File: config.mk
export PLATFORM = sky130hd
export DESIGN_NAME = rampa_angulos_flat
export DESIGN_NICKNAME = d
export VERILOG_FILES = /design/src/rtl/rampa_angulos_if.sv /design/src/rtl/rampa_angulos.sv /design/src/flat_wrapper.sv
export SDC_FILE = /design/constraint.sdc
export NUM_CORES = 1
export LEC_CHECK = 0
export ABC_AREA = 1
export CORE_MARGIN = 3
export CORE_UTILIZATION = 55
export CTS_CLUSTER_SIZE = 10
export DETAILED_ROUTE_END_ITERATION = 12
export PLACE_DENSITY = 0.76
export SLEW_MARGIN = 20
export SYNTH_ARGS = -nofsm -noshare
export SYNTH_HDL_FRONTEND = slang
export SYNTH_SLANG_ARGS = --single-unit
File: constraint.sdc
create_clock -name CLK -period 7.2 [get_ports CLK]
set_input_delay 1.44 -clock CLK [delete_from_list [all_inputs] [get_ports CLK]]
set_output_delay 1.44 -clock CLK [all_outputs]
set_load 0.005 [all_outputs]
File: src/rtl/rampa_angulos_if.sv
// Target-pose handshake between the sequence source and the angle ramp.
interface rampa_angulos_if;
    logic        tgt_valid;
    logic        tgt_ready;
    logic [23:0] tgt_ang;
    logic [7:0]  tgt_hold;

    modport master (output tgt_valid, tgt_ang, tgt_hold, input tgt_ready);
    modport slave  (input tgt_valid, tgt_ang, tgt_hold, output tgt_ready);
endinterface

File: src/rtl/rampa_angulos.sv
// Slews three servo angles toward a target pose once per PWM frame, then holds the pose.
// Define RAMPA_BYPASS_EN to load targets directly and skip the ramp.
//
// state | meaning
// IDLE  | ready for a new pose, outputs hold the last pose
// RAMP  | stepping each channel toward its target on every frame tick
// HOLD  | pose reached, counting down hold frames
module rampa_angulos #(
    parameter int FRAME_CYC = 1000000,
    parameter int STEP      = 1,
    parameter int ANG_MAX   = 180,
    parameter int HOME      = 90
) (
    input  logic             CLK,
    input  logic             RST_N,
    rampa_angulos_if.slave   tgt,
    output logic [7:0]       ang1,
    output logic [7:0]       ang2,
    output logic [7:0]       ang3,
    output logic             busy,
    output logic             done
);
    localparam logic [19:0] FRAME_LAST = 20'(FRAME_CYC - 1);
    localparam logic [8:0]  STEP9      = 9'(STEP);
    localparam logic [7:0]  ANG_MAX8   = 8'(ANG_MAX);
    localparam logic [7:0]  HOME8      = 8'(HOME);

    typedef enum logic [1:0] {IDLE, RAMP, HOLD} stateT;

    stateT       state;
    logic [19:0] frameCnt;
    logic        tick;
    logic [7:0]  holdCnt;
    logic [7:0]  tgtHold;
    logic [7:0]  tgt1, tgt2, tgt3;
    logic [7:0]  nxt1, nxt2, nxt3;
    logic        reached;

    function automatic logic [7:0] clampAng(input logic [7:0] a);
        return (a > ANG_MAX8) ? ANG_MAX8 : a;
    endfunction

    // 9-bit distance so cur +/- STEP can never wrap past 0 or 255.
    function automatic logic [7:0] slew(input logic [7:0] cur, input logic [7:0] dst);
        logic [8:0] diff;
        if (dst >= cur) diff = {1'b0, dst} - {1'b0, cur};
        else            diff = {1'b0, cur} - {1'b0, dst};
        if (diff <= STEP9)   return dst;
        else if (dst > cur)  return 8'({1'b0, cur} + STEP9);
        else                 return 8'({1'b0, cur} - STEP9);
    endfunction

    assign tick          = (frameCnt == FRAME_LAST);
    assign tgt.tgt_ready = (state == IDLE);
    assign busy          = (state != IDLE);

    always_comb begin
        nxt1    = slew(ang1, tgt1);
        nxt2    = slew(ang2, tgt2);
        nxt3    = slew(ang3, tgt3);
        reached = (nxt1 == tgt1) && (nxt2 == tgt2) && (nxt3 == tgt3);
    end

    always_ff @(posedge CLK or negedge RST_N) begin
        if (!RST_N) begin
            state    <= IDLE;
            frameCnt <= '0;
            holdCnt  <= '0;
            tgtHold  <= '0;
            tgt1     <= HOME8;
            tgt2     <= HOME8;
            tgt3     <= HOME8;
            ang1     <= HOME8;
            ang2     <= HOME8;
            ang3     <= HOME8;
            done     <= 1'b0;
        end else begin
            frameCnt <= tick ? '0 : frameCnt + 20'd1;
            done     <= 1'b0;
            case (state)
                IDLE: begin
                    if (tgt.tgt_valid) begin
                        tgt1    <= clampAng(tgt.tgt_ang[23:16]);
                        tgt2    <= clampAng(tgt.tgt_ang[15:8]);
                        tgt3    <= clampAng(tgt.tgt_ang[7:0]);
                        tgtHold <= tgt.tgt_hold;
`ifdef RAMPA_BYPASS_EN
                        ang1    <= clampAng(tgt.tgt_ang[23:16]);
                        ang2    <= clampAng(tgt.tgt_ang[15:8]);
                        ang3    <= clampAng(tgt.tgt_ang[7:0]);
                        holdCnt <= tgt.tgt_hold;
                        state   <= HOLD;
`else
                        state   <= RAMP;
`endif
                    end
                end
                RAMP: begin
                    if (tick) begin
                        ang1 <= nxt1;
                        ang2 <= nxt2;
                        ang3 <= nxt3;
                        if (reached) begin
                            holdCnt <= tgtHold;
                            state   <= HOLD;
                        end
                    end
                end
                HOLD: begin
                    if (tick) begin
                        if (holdCnt == 8'd0) begin
                            state <= IDLE;
                            done  <= 1'b1;
                        end else begin
                            holdCnt <= holdCnt - 8'd1;
                        end
                    end
                end
                default: state <= IDLE;
            endcase
        end
    end
endmodule

File: src/flat_wrapper.sv
// flat-port wrapper written by rule: the top's interface ports become plain ports
module rampa_angulos_flat 
#(
    parameter int FRAME_CYC = 1000000,
    parameter int STEP      = 1,
    parameter int ANG_MAX   = 180,
    parameter int HOME      = 90
)
  (CLK, RST_N, ang1, ang2, ang3, busy, done, tgt_tgt_valid, tgt_tgt_ang, tgt_tgt_hold, tgt_tgt_ready);
  rampa_angulos_if tgt_i ();
  input  logic CLK;
  input  logic RST_N;
  output logic [7:0] ang1;
  output logic [7:0] ang2;
  output logic [7:0] ang3;
  output logic busy;
  output logic done;
  input wire logic [$bits(tgt_i.tgt_valid)-1:0] tgt_tgt_valid;
  input wire logic [$bits(tgt_i.tgt_ang)-1:0] tgt_tgt_ang;
  input wire logic [$bits(tgt_i.tgt_hold)-1:0] tgt_tgt_hold;
  output wire logic [$bits(tgt_i.tgt_ready)-1:0] tgt_tgt_ready;
  assign tgt_i.tgt_valid = tgt_tgt_valid;
  assign tgt_i.tgt_ang = tgt_tgt_ang;
  assign tgt_i.tgt_hold = tgt_tgt_hold;
  assign tgt_tgt_ready = tgt_i.tgt_ready;
  rampa_angulos #(.FRAME_CYC(FRAME_CYC), .STEP(STEP), .ANG_MAX(ANG_MAX), .HOME(HOME)) u_core (.CLK(CLK), .RST_N(RST_N), .tgt(tgt_i), .ang1(ang1), .ang2(ang2), .ang3(ang3), .busy(busy), .done(done));
endmodule
# --- Word-level counts from Yosys, hierarchy flattened ---
# Cells that the tools add are included.
totals:
  regBits: 87
  inputBits: 35
classes:
  eq_ne: 12
  add_sub_neg: 14
  reduce_logical: 10
  mux: 27
  magnitude_cmp: 12
op_table:
  columns: ["op", "n"]
  rows:
  - ["8-bit two-way mux", 13]
  - ["8-bit by 8-bit subtractor with 9-bit output", 6]
  - ["8-bit by 1-bit subtractor with 8-bit output (second input constant)", 4]
  - ["9-bit by 1-bit less-or-equal comparator with 1-bit output (second input constant)", 3]
  - ["9-bit two-way mux", 3]
  - ["8-bit by 1-bit adder with 8-bit output (second input constant)", 3]
  - ["8-bit == test", 3]
  - ["8-bit >= comparator", 3]
  - ["8-bit > comparator", 3]
  - ["8-bit > comparator (second input constant)", 3]
  - ["20-bit by 1-bit adder with 20-bit output (second input constant)", 1]
  - ["20-bit == test (second input constant)", 1]
  - ["20-bit two-way mux", 1]
  - ["8-bit case mux with 2 select lines", 1]
  - ["2-bit two-way mux", 5]
  - ["5-bit AND reduction", 2]
  - ["8-bit logical NOT", 1]
  - ["2-bit by 1-bit != test with 1-bit output (second input constant)", 4]
  - ["2-bit case mux with 3 select lines", 1]
  - ["2-bit != test (second input constant)", 2]
  - ["2-bit AND reduction", 2]
  - ["2-bit nonzero test", 2]
  - ["1-bit two-way mux", 3]
  - ["2-bit by 1-bit == test with 1-bit output (second input constant)", 1]
  - ["other kinds (3)", 4]

# --- Longest topological paths before layout ---
# Gate-level depths: netlist (run 1).
logic_depth:
  ltp_word: 10
  ltp_mapped: 28
  mapped_depth_nobuf: 27

# --- Least setup slack after synthesis (run 1) ---
# No wires, ideal clock.
synth_path:
  path_type: "reg2reg"
  startpoint: "register u_core.ang2[3]"
  endpoint: "register u_core.holdCnt[0]"
  slack_ps: 3564
  arrival_time_ps: 3519
  stages_incl_launch_ff: 29
  path_buffers: 1
  path_cell_list: "dfstp_2 -> inv_1 -> ha_1 -> buf_2 -> nand2_2 -> inv_2 -> nand2_2 -> nand2_1 -> nand2_2 -> nand3_2 -> nand2_1 -> inv_1 -> fa_1 -> o21ai_0 -> nand2_1 -> nand2_1 -> a21oi_1 -> xor2_1 -> inv_1 -> nand3_1 -> nand2_1 -> nor2_1 -> nand2_1 -> nor2_1 -> nand3_1 -> nand2_2 -> nand2_2 -> nand2_1 -> nand2_1"
synth_via:
  elab_chain_cells: 9
  elab_cells_between_ends: 15
  classes_between: "4 x add/sub; 3 x order compare; 2 x eq/ne; 3 x mux; 3 x reduce/logical"
synth_lines:
  columns: ["item", "line_no", "text"]
  rows:
  - ["start, declared", "rampa_angulos.sv:18", "output logic [7:0] ang2,"]
  - ["start signal, assigned", "rampa_angulos.sv:101", "ang2 <= nxt2;"]
  - ["8-bit by 8-bit subtractor with 9-bit output, or another cell as far along", "rampa_angulos.sv:47", "else diff = {1'b0, cur} - {1'b0, dst};"]
  - ["9-bit two-way mux", "rampa_angulos.sv:46", "if (dst >= cur) diff = {1'b0, dst} - {1'b0, cur};"]
  - ["9-bit by 1-bit less-or-equal comparator with 1-bit output", "rampa_angulos.sv:48", "if (diff <= STEP9) return dst;"]
  - ["8-bit two-way mux *", "rampa_angulos.sv:48", null]
  - ["8-bit == test *", "rampa_angulos.sv:61", "reached = (nxt1 == tgt1) && (nxt2 == tgt2) && (nxt3 == tgt3);"]
  - ["1-bit logical AND * (2 in series)", "rampa_angulos.sv:61", null]
  - ["2-bit by 1-bit != test with 1-bit output (no line) *", null, null]
  - ["5-bit AND reduction (no line) *", null, null]
  - ["end signal, assigned", "rampa_angulos.sv:104", "holdCnt <= tgtHold;"]
  - ["end signal, assigned", "rampa_angulos.sv:115", "holdCnt <= holdCnt - 8'd1;"]
  - ["end, declared", "rampa_angulos.sv:33", "logic [7:0] holdCnt;"]
# Every way passes the cells marked *; elsewhere a longest branch is shown, timed or not.
# A chain may end at the register's enable or synchronous reset.

# --- Worst setup path in the final report (run 1) ---
layout_path:
  startpoint: "register u_core.ang3[4]"
  endpoint: "register u_core.holdCnt[5]"
layout_via:
  elab_chain_cells: 8
  elab_cells_between_ends: 14
  classes_between: "4 x add/sub; 3 x order compare; 2 x eq/ne; 3 x mux; 2 x reduce/logical"
layout_lines:
  columns: ["item", "line_no", "text"]
  rows:
  - ["start, declared", "rampa_angulos.sv:19", "output logic [7:0] ang3,"]
  - ["start signal, assigned", "rampa_angulos.sv:102", "ang3 <= nxt3;"]
  - ["8-bit by 8-bit subtractor with 9-bit output, or another cell as far along", "rampa_angulos.sv:47", null]
  - ["9-bit two-way mux", "rampa_angulos.sv:46", null]
  - ["9-bit by 1-bit less-or-equal comparator with 1-bit output", "rampa_angulos.sv:48", null]
  - ["8-bit two-way mux *", "rampa_angulos.sv:48", null]
  - ["8-bit == test *", "rampa_angulos.sv:61", null]
  - ["1-bit logical AND *", "rampa_angulos.sv:61", null]
  - ["2-bit by 1-bit != test with 1-bit output (no line) *", null, null]
  - ["5-bit AND reduction (no line) *", null, null]
# Marked as above.

==> results of run 1 <==
==> sequential cells by signal, indices dropped and copies added, names as in the netlist <==
signal,flops
u_core.tgtHold,8
u_core.frameCnt,20
u_core.done,1
u_core.ang2,8
u_core.tgt1,8
u_core.ang1,8
u_core.state,2
u_core.ang3,8
u_core.tgt3,8
u_core.holdCnt,8
u_core.tgt2,8
==> path summary, 6_finish.rpt <==
check	slack [ns]	from	to	depth (start not counted)
max in group asynchronous	5.04	RST_N	u_core.holdCnt[5]$_DFFE_PN0P_	2
worst max register to register	2.78	u_core.ang3[4]$_DFFE_PN1P_	u_core.holdCnt[5]$_DFFE_PN0P_	24
min in group asynchronous	1.00	RST_N	u_core.ang3[0]$_DFFE_PN0P_	1
worst min-delay path	0.47	u_core.frameCnt[0]$_DFF_PN0_	u_core.frameCnt[0]$_DFF_PN0_	1
worst min register to register	0.47	u_core.frameCnt[0]$_DFF_PN0_	u_core.frameCnt[0]$_DFF_PN0_	1
worst max-delay path	2.78	u_core.ang3[4]$_DFFE_PN1P_	u_core.holdCnt[5]$_DFFE_PN0P_	24
==> power breakdown <==
group	switching, mW	total (mW)	internal [mW]
Sequential	0.113	0.735	0.622
Clock	0.199	0.445	0.246
Combinational	1.20	1.89	0.685
==> cells in the final DEF (no fill, tap or decap), drive strengths merged, types with 2 or more instances in the layout <==
master | synthesis | routed
a21o | 2 | 2
a21oi | 66 | 66
a22oi | 9 | 9
buf | 18 | 4
clkbuf | 12 | 11
clkdlybuf4s50 | 0 | 60
clkinv | 1 | 2
clkinvlp | 0 | 2
dfrtp | 63 | 63
dfstp | 24 | 24
fa | 9 | 9
ha | 71 | 71
inv | 200 | 202
nand2 | 397 | 397
nand3 | 106 | 106
nand3b | 16 | 16
nand4 | 17 | 17
nor2 | 93 | 93
nor3 | 10 | 10
nor4 | 7 | 7
o211ai | 16 | 16
o21ai | 83 | 83
xnor2 | 3 | 3
xor2 | 26 | 26
==> layout make-up <==
cell class | count | area, um^2
Fill cell | 1309 | 5344
Multi-Input combinational cell | 939 | 5139
Sequential cell | 87 | 2207
Inverter | 201 | 754.5
Timing Repair Buffer | 64 | 630.6
Clock buffer | 11 | 242.7
Tap cell | 184 | 230.2
Clock inverter | 5 | 41.29
==> per-layer routing <==
| metal | GRT usage, % | vias up |
|---|---|---|
| li1 | - | 4107 |
| met1 | 33.68 | 3629 |
| met2 | 41.53 | 164 |
| met3 | 2.615 | 26 |
| met4 | 5.930 | 0 |
| met5 | 0 | - |
==> cell families after synthesis <==
logic type               Yosys count  synth area share, %
adder cells (fa/ha/maj)           80                12.95
XOR/XNOR                          29                3.077
AND/OR/NAND/NOR                  649                34.14
buffers and inverters            231                11.00
flip-flops                        87                26.74
AO/OA/AOI/OAI                    181                12.10
==> per-stage QoR <==
step                      setup slack [ns]  hold slack (ns)  util [%]  power (mW)
after global placement               2.815           0.4523     61.42       2.571
after CTS                            2.796           0.4646     63.37       3.067
after global routing                 2.251           0.4834     63.37       3.410
final                                2.777           0.4652     63.37       3.067
after floorplan                      3.564           0.4331         -       2.204
after detailed placement             2.831           0.4564     61.42       2.606
==> metrics.log, run 1 <==
INFO  metric detail_route.wirelength.met1 = about 9300 um
INFO  metric final_net_count = between 1000 and 1500
INFO  metric syn-cell-area = between 8000 and 9000 um^2
INFO  metric synth_fp_nets = approximately 1400
INFO  metric buffer_ports.inserted = 61
INFO  metric setup_repair_after_global_routing_missed_its_margin = false
INFO  metric cts_tree = done
INFO  metric clock_latency = 0.34 ns
INFO  metric h-tree-depth = 3
INFO  metric wl_per_cell = 13.19 um
INFO  metric dpl.hpwl = 15540 um
INFO  metric dr.max_layer_used = met4
INFO  metric post_dr_vias_cell = 5.316
INFO  metric cts.root.buffer_cell = sky130_fd_sc_hd__clkbuf_16
INFO  metric initial_utilization = approximately 57%
INFO  metric drt-pass1-iter-count = 7
INFO  metric worst_clock_skew = about 0.011 ns
INFO  metric detail_route.iter0.violations = between 500 and 600
INFO  metric synth_async_sr_flop_share = 100.0%
INFO  metric cap_violations = 0
INFO  metric post-synth-top-area-cell = sky130_fd_sc_hd__dfrtp_1
INFO  metric cell_leakage_power = 4.809 nW
INFO  metric crit_path_top_delay_cell = sky130_fd_sc_hd__dfstp_2
INFO  metric finalHoldViolCount = 0
INFO  metric critical_path.most_common_cell = sky130_fd_sc_hd__nand2_1
INFO  metric worst-endpoint-arrival = between 4 and 5 ns
INFO  metric timing.critical_path.max_delay_family = simple AND/OR/NAND/NOR gates
INFO  metric numCtsBuffers = 9
INFO  metric timing_worst_slew_pin_value = 0.9560 ns
INFO  metric die_width = 128.5 um
INFO  metric critical_path.max_stage_delay = approximately 0.58 ns
INFO  metric grt_first_pass_wirelength = ~34000 um
INFO  metric maxSlewHeadroom = between 30% and 40%
INFO  metric instance_area_after_placement = approximately 9000 um^2
INFO  metric final_area = a little over 9000 um^2
INFO  metric achievable-frequency = approximately 230 MHz
INFO  metric ant_nets = 0
INFO  metric global_route.overflow_total = 0
INFO  metric core = between 10000 and 15000 um^2
INFO  metric syn_inst = around 1300
INFO  metric via_count = between 7000 and 8000
INFO  metric post_cts_resize_count = 0
INFO  metric gr-usage-all-layers = roughly a quarter
INFO  metric timing.critical_path.required = 7.43 ns
INFO  metric count_of_pins_over_their_slew_limit = 0
INFO  metric maximum_clock_insertion_buffer_count = 2
INFO  metric status = completed
INFO  metric io_pins = 62
INFO  metric met2WireLength = 9433 um
INFO  metric routed_wl = just under 20000 um
INFO  metric kind_of_capture_point_of_the_worst_setup_path = flip-flop
INFO  metric finalCriticalPeriod = around 4.4 ns
INFO  metric clkSlewWorstSetupHoldPaths = ~0.07 ns
INFO  metric post_synth_edffs = 0
INFO  metric min_period_over_period = 61.43%
INFO  metric critical_path_buf_inv_count = 2
INFO  metric synth_top_area_share = a little under a fifth
INFO  metric layout-drive-gt1-share = about 5.8%
INFO  metric biggest_fanout_along_the_worst_timing_path = 12
INFO  metric die_area = around 17000 um^2
INFO  metric die_h = approximately 130 um
INFO  metric syn_avg_cell_area = around 6.6 um^2
INFO  metric power_density = roughly 330 nW/um^2
INFO  metric row_count = 44
INFO  metric stdcell_count = 1491
INFO  metric synth.yosys.warnings = 0
INFO  metric synth_seq_cells = 87
INFO  metric synth_top_cells_by_count = 386 x sky130_fd_sc_hd__nand2_1, 195 x sky130_fd_sc_hd__inv_1, 103 x sky130_fd_sc_hd__nand3_1, 86 x sky130_fd_sc_hd__nor2_1, 83 x sky130_fd_sc_hd__o21ai_0
INFO  metric fin_setup_tns = 0 ns
INFO  metric vias_in_the_first_global_route = around 7400
INFO  metric cts_sinks = between 80 and 90
INFO  metric detail_route.drc_violations = 0
INFO  metric post-place-cells = approximately 1500
INFO  metric report.final.setup_viol = 0
INFO  metric worstPathCellList = inv_1 -> ha_1 -> a21oi_1 -> nand2_1 -> nand2_1 -> nand3_1 -> nand2_1 -> inv_1 -> fa_1 -> o21ai_0 -> nand2_1 -> nand2_1 -> a21oi_1 -> xor2_1 -> nand3b_1 -> nand2_1 -> nor2_1 -> nand2_1 -> nor2_1 -> nand3_1 -> nand2_2 -> nand2_2 -> nand2_1 -> nand2_1
INFO  metric hold_class = flip-flop to flip-flop
INFO  metric synthDistinctLibCells = 43
INFO  metric postCtsSetupBuffers = 0
INFO  metric gp_routability_congestion = a little over 0.9
INFO  metric synthTopCellsByArea = sky130_fd_sc_hd__dfrtp_1 19%, sky130_fd_sc_hd__nand2_1 18%, sky130_fd_sc_hd__ha_1 11%, sky130_fd_sc_hd__inv_1 8.9%, sky130_fd_sc_hd__dfstp_2 7.6%
INFO  metric number_of_antenna_violations_at_the_first_check_in_global_routing = 0
INFO  metric holdBufCountCts = 0
INFO  metric area_delta_synth_final = 12.01%
INFO  metric post-synth-top-count-cell = sky130_fd_sc_hd__nand2_1
INFO  metric wl_met3 = approximately 620 um
INFO  metric power.ir.vdd_worst = about 0.18 mV
INFO  metric yosysSeqAreaShare = 26.74%
INFO  metric n_antenna_cell = 0
INFO  metric postSynth.topFlopCell = sky130_fd_sc_hd__dfrtp_1
INFO  metric critPathKind = flip-flop to flip-flop
INFO  metric cp-start-kind = flip-flop
INFO  metric grt_max_degree = 65
Power figures use the tool's default switching activity.
==> run 2, diff against run 1 <==
Clock period 7.2 ns to 4.24 ns, I/O delays scaled along.
==> metrics.log, run 2 (same netlist as run 1, synthesis figures left out) <==
INFO  metric status = completed
INFO  metric hold_endpoint = u_core.frameCnt[0]$_DFF_PN0_
INFO  metric post_dr_vias_cell = 5.328 (+0.22%)
INFO  metric min_path_cells = 1 (unchanged)
INFO  metric finalHoldViolCount = 0 (unchanged)
INFO  metric final_net_count = 1437 (+1.4%)
INFO  metric hold_slack = 0.4690 ns (+0.003845 ns)
INFO  metric ff_latch_area = 2210 um^2 (+0.11%)
INFO  metric most_used_cells_in_the_layout_excluding_fill_and_tap_cells = 380 x sky130_fd_sc_hd__nand2_1, 194 x sky130_fd_sc_hd__inv_1, 102 x sky130_fd_sc_hd__nand3_1, 84 x sky130_fd_sc_hd__nor2_1, 78 x sky130_fd_sc_hd__o21ai_0
INFO  metric cts.root.buffer_cell = sky130_fd_sc_hd__clkbuf_16
INFO  metric achievable-frequency = 251.7 MHz (+11%)
INFO  metric maxSlewHeadroom = 35.08% (-1.1 points)
INFO  metric row_count = 44 (unchanged)
INFO  metric count_of_pins_over_their_slew_limit = 0 (unchanged)
INFO  metric detail_route.drc_violations = 0 (unchanged)
INFO  metric largest_register_ffs = 20 (unchanged)
INFO  metric buffer_ports.inserted = 61 (unchanged)
INFO  metric initial_utilization = 56.58% (unchanged)
INFO  metric number_of_antenna_violations_at_the_first_check_in_global_routing = 0 (unchanged)
INFO  metric cp-start-kind = flip-flop
INFO  metric kind_of_capture_point_of_the_worst_setup_path = flip-flop
INFO  metric n_antenna_cell = 0 (unchanged)
INFO  metric core = 14590 um^2 (unchanged)
INFO  metric die_area = 16510 um^2 (unchanged)
INFO  metric ant_nets = 0 (unchanged)
INFO  metric worst-endpoint-arrival = 4.25 ns (-0.40 ns)
INFO  metric power.ir.vdd_worst = 0.3631 mV (+97%)
INFO  metric die_h = 128.5 um (unchanged)
INFO  metric critPathKind = flip-flop to flip-flop
INFO  metric hold_class = flip-flop to flip-flop
INFO  metric cts_sinks = 87 (unchanged)
INFO  metric final_area = 9584 um^2 (+3.7%)
INFO  metric ff2ff_setup_slack = 0.27 ns (-2.51 ns)
INFO  metric dpl.hpwl = 15700 um (+1.1%)
INFO  metric finalCriticalPeriod = 3.972 ns (-0.4505 ns)
INFO  metric layout-drive-gt1-share = 9.646% (+3.8 points)
INFO  metric power_density = 573.1 nW/um^2 (+73%)
INFO  metric cell_leakage_power = 4.924 nW (+2.4%)
INFO  metric timing_worst_slew_pin_value = 0.9650 ns (+0.009005 ns)
INFO  metric area_delta_synth_final = 16.11%
INFO  metric routed_wl = 20170 um (+2.6%)
INFO  metric holdCritStartpoint = u_core.frameCnt[0]$_DFF_PN0_
INFO  metric wl_per_cell = 13.35 um (+1.2%)
INFO  metric holdBufCountCts = 0 (unchanged)
INFO  metric clock_latency = 0.35 ns (about the same)
INFO  metric registers.top_by_ff_count = u_core.frameCnt
INFO  metric cts_tree = done
INFO  metric mostFrequentLayoutCell = sky130_fd_sc_hd__nand2_1
INFO  metric cap_violations = 0 (unchanged)
INFO  metric via_count = 8050 (+1.6%)
INFO  metric logic_depth_of_the_worst_register_to_register_path = 24 (unchanged)
INFO  metric report.final.setup_viol = 0 (unchanged)
INFO  metric global_route.overflow_total = 0 (unchanged)
INFO  metric drt-pass1-iter-count = 5 (-2)
INFO  metric multi_input_comb_area = 5293 um^2 (+3.0%)
INFO  metric r2r-end = u_core.holdCnt[4]$_DFFE_PN0P_
INFO  metric die_width = 128.5 um (unchanged)
INFO  metric numCtsBuffers = 9 (unchanged)
INFO  metric timing.critical_path.required = 4.52 ns (-2.91 ns)
INFO  metric power = 5.492 mW (+79%)
INFO  metric biggest_fanout_along_the_worst_timing_path = 8 (-4)
INFO  metric gr-usage-all-layers = 24.86% (+0.41 points)
INFO  metric n_fill_cell = 1284 (-1.9%)
INFO  metric instance_area_after_placement = 9066 um^2 (+1.2%)
INFO  metric min_period_over_period = 93.69% (+32 points)
INFO  metric worst_clock_skew = 0.01307 ns (+0.002197 ns)
INFO  metric grt_first_pass_wirelength = 34240 um (+1.5%)
INFO  metric io_pins = 62 (unchanged)
INFO  metric maximum_clock_insertion_buffer_count = 2 (unchanged)
INFO  metric gp_routability_congestion = 0.9225 (+1.2%)
INFO  metric h-tree-depth = 3 (unchanged)
INFO  metric vias_in_the_first_global_route = 7411 (+0.83%)
INFO  metric clkSlewWorstSetupHoldPaths = 0.06 ns (about the same)
INFO  metric final_util = 65.69% (+2.3 points)
INFO  metric detail_route.iter0.violations = 511 (-8.1%)
INFO  metric r2r-start = u_core.ang1[1]$_DFFE_PN1P_
INFO  metric grt_max_degree = 70 (+7.7%)
-- run 2: cell types whose count changed in the layout (fill, tap and decap cells not counted), moves of 4 or more --
| cell | delta |
|---|---|
| sky130_fd_sc_hd__buf_4 | +20 |
| sky130_fd_sc_hd__ha_1 | -12 |
| sky130_fd_sc_hd__ha_2 | +7 |
| sky130_fd_sc_hd__ha_4 | +5 |
| sky130_fd_sc_hd__nand2_1 | -6 |
| sky130_fd_sc_hd__nand2_4 | +4 |
| sky130_fd_sc_hd__o21ai_0 | -5 |
-- run 2: cell type report --
type	instances	area share [%]
Timing Repair Buffer	84	8.146
Clock inverter	7	0.9530
Tap cell	184	2.402
Multi-Input combinational cell	939	55.22
Clock buffer	9	2.350
Sequential cell	87	23.05
Inverter	201	7.872
-- run 2: stage by stage --
step                      TNS (ns)  setup WS, ns  std cells
after global placement    -0.08527      -0.01259       1489
final                            0        0.2677       1511
after floorplan                  0        0.6040       1257
after CTS                        0       0.06460       1505
after global routing      -0.06275      -0.03407       1511
after detailed placement   -0.3933      -0.07632       1489
-- run 2: repair_timing --
action | in CTS | in global routing
buffers inserted | 0 | 6
endpoints found under the setup margin | 9 | 10
resized for setup | 2 | 42
pin swaps | 0 | 6
endpoints found under the hold margin | 0 | 0
-- run 2: per-layer routing --
metal | wire, um | global-route usage (%)
met5 | 0 | 0
met4 | 410 | 6.671
met2 | 9592 | 41.77
met3 | 755 | 3.321
met1 | 9410 | 33.92
-- run 2: worst max path at each step --
stage,from,endpoint,slack [ns],cells after the start
3_3_place_gp,u_core.ang1[3]$_DFFE_PN1P_,u_core.holdCnt[1]$_DFFE_PN0P_,-0.01,26
4_1_cts,u_core.ang2[4]$_DFFE_PN1P_,u_core.holdCnt[6]$_DFFE_PN0P_,0.06,25
6_report,u_core.ang1[1]$_DFFE_PN1P_,u_core.holdCnt[4]$_DFFE_PN0P_,0.27,24
2_1_floorplan,u_core.ang2[3]$_DFFE_PN1P_,u_core.holdCnt[0]$_DFFE_PN0P_,0.60,28
5_1_grt,u_core.ang1[1]$_DFFE_PN1P_,u_core.holdCnt[4]$_DFFE_PN0P_,-0.03,24
3_5_place_dp,u_core.ang1[3]$_DFFE_PN1P_,u_core.holdCnt[6]$_DFFE_PN0P_,-0.08,26
-- run 2: power breakdown --
| part | internal (mW) | switching (mW) | total, mW |
|---|---|---|---|
| clock network | 0.471 | 0.365 | 0.836 |
| logic | 1.29 | 2.11 | 3.40 |
| registers | 1.06 | 0.200 | 1.26 |
| total | 2.82 | 2.67 | 5.49 |
-- run 2: worst max-delay path, cell delays in order, from the launching register on --
cell and delay, ns:
sky130_fd_sc_hd__dfstp_2 0.59, sky130_fd_sc_hd__inv_1 0.14, sky130_fd_sc_hd__ha_1 0.32, sky130_fd_sc_hd__nand2_1 0.11
sky130_fd_sc_hd__nor2_2 0.17, sky130_fd_sc_hd__nand3_1 0.14, sky130_fd_sc_hd__nand3_1 0.16, sky130_fd_sc_hd__nand2_4 0.11
sky130_fd_sc_hd__ha_2 0.32, sky130_fd_sc_hd__a21oi_2 0.16, sky130_fd_sc_hd__o21ai_2 0.09, sky130_fd_sc_hd__nand2_1 0.06
sky130_fd_sc_hd__nand2_1 0.04, sky130_fd_sc_hd__a21oi_1 0.14, sky130_fd_sc_hd__xor2_1 0.25, sky130_fd_sc_hd__nand3b_1 0.15
sky130_fd_sc_hd__nand2_1 0.06, sky130_fd_sc_hd__nor2_1 0.10, sky130_fd_sc_hd__nand2_1 0.07, sky130_fd_sc_hd__nor2_2 0.13
sky130_fd_sc_hd__nand3_2 0.14, sky130_fd_sc_hd__nand2_4 0.15, sky130_fd_sc_hd__buf_4 0.15, sky130_fd_sc_hd__nand3_1 0.06
sky130_fd_sc_hd__nand2_1 0.10
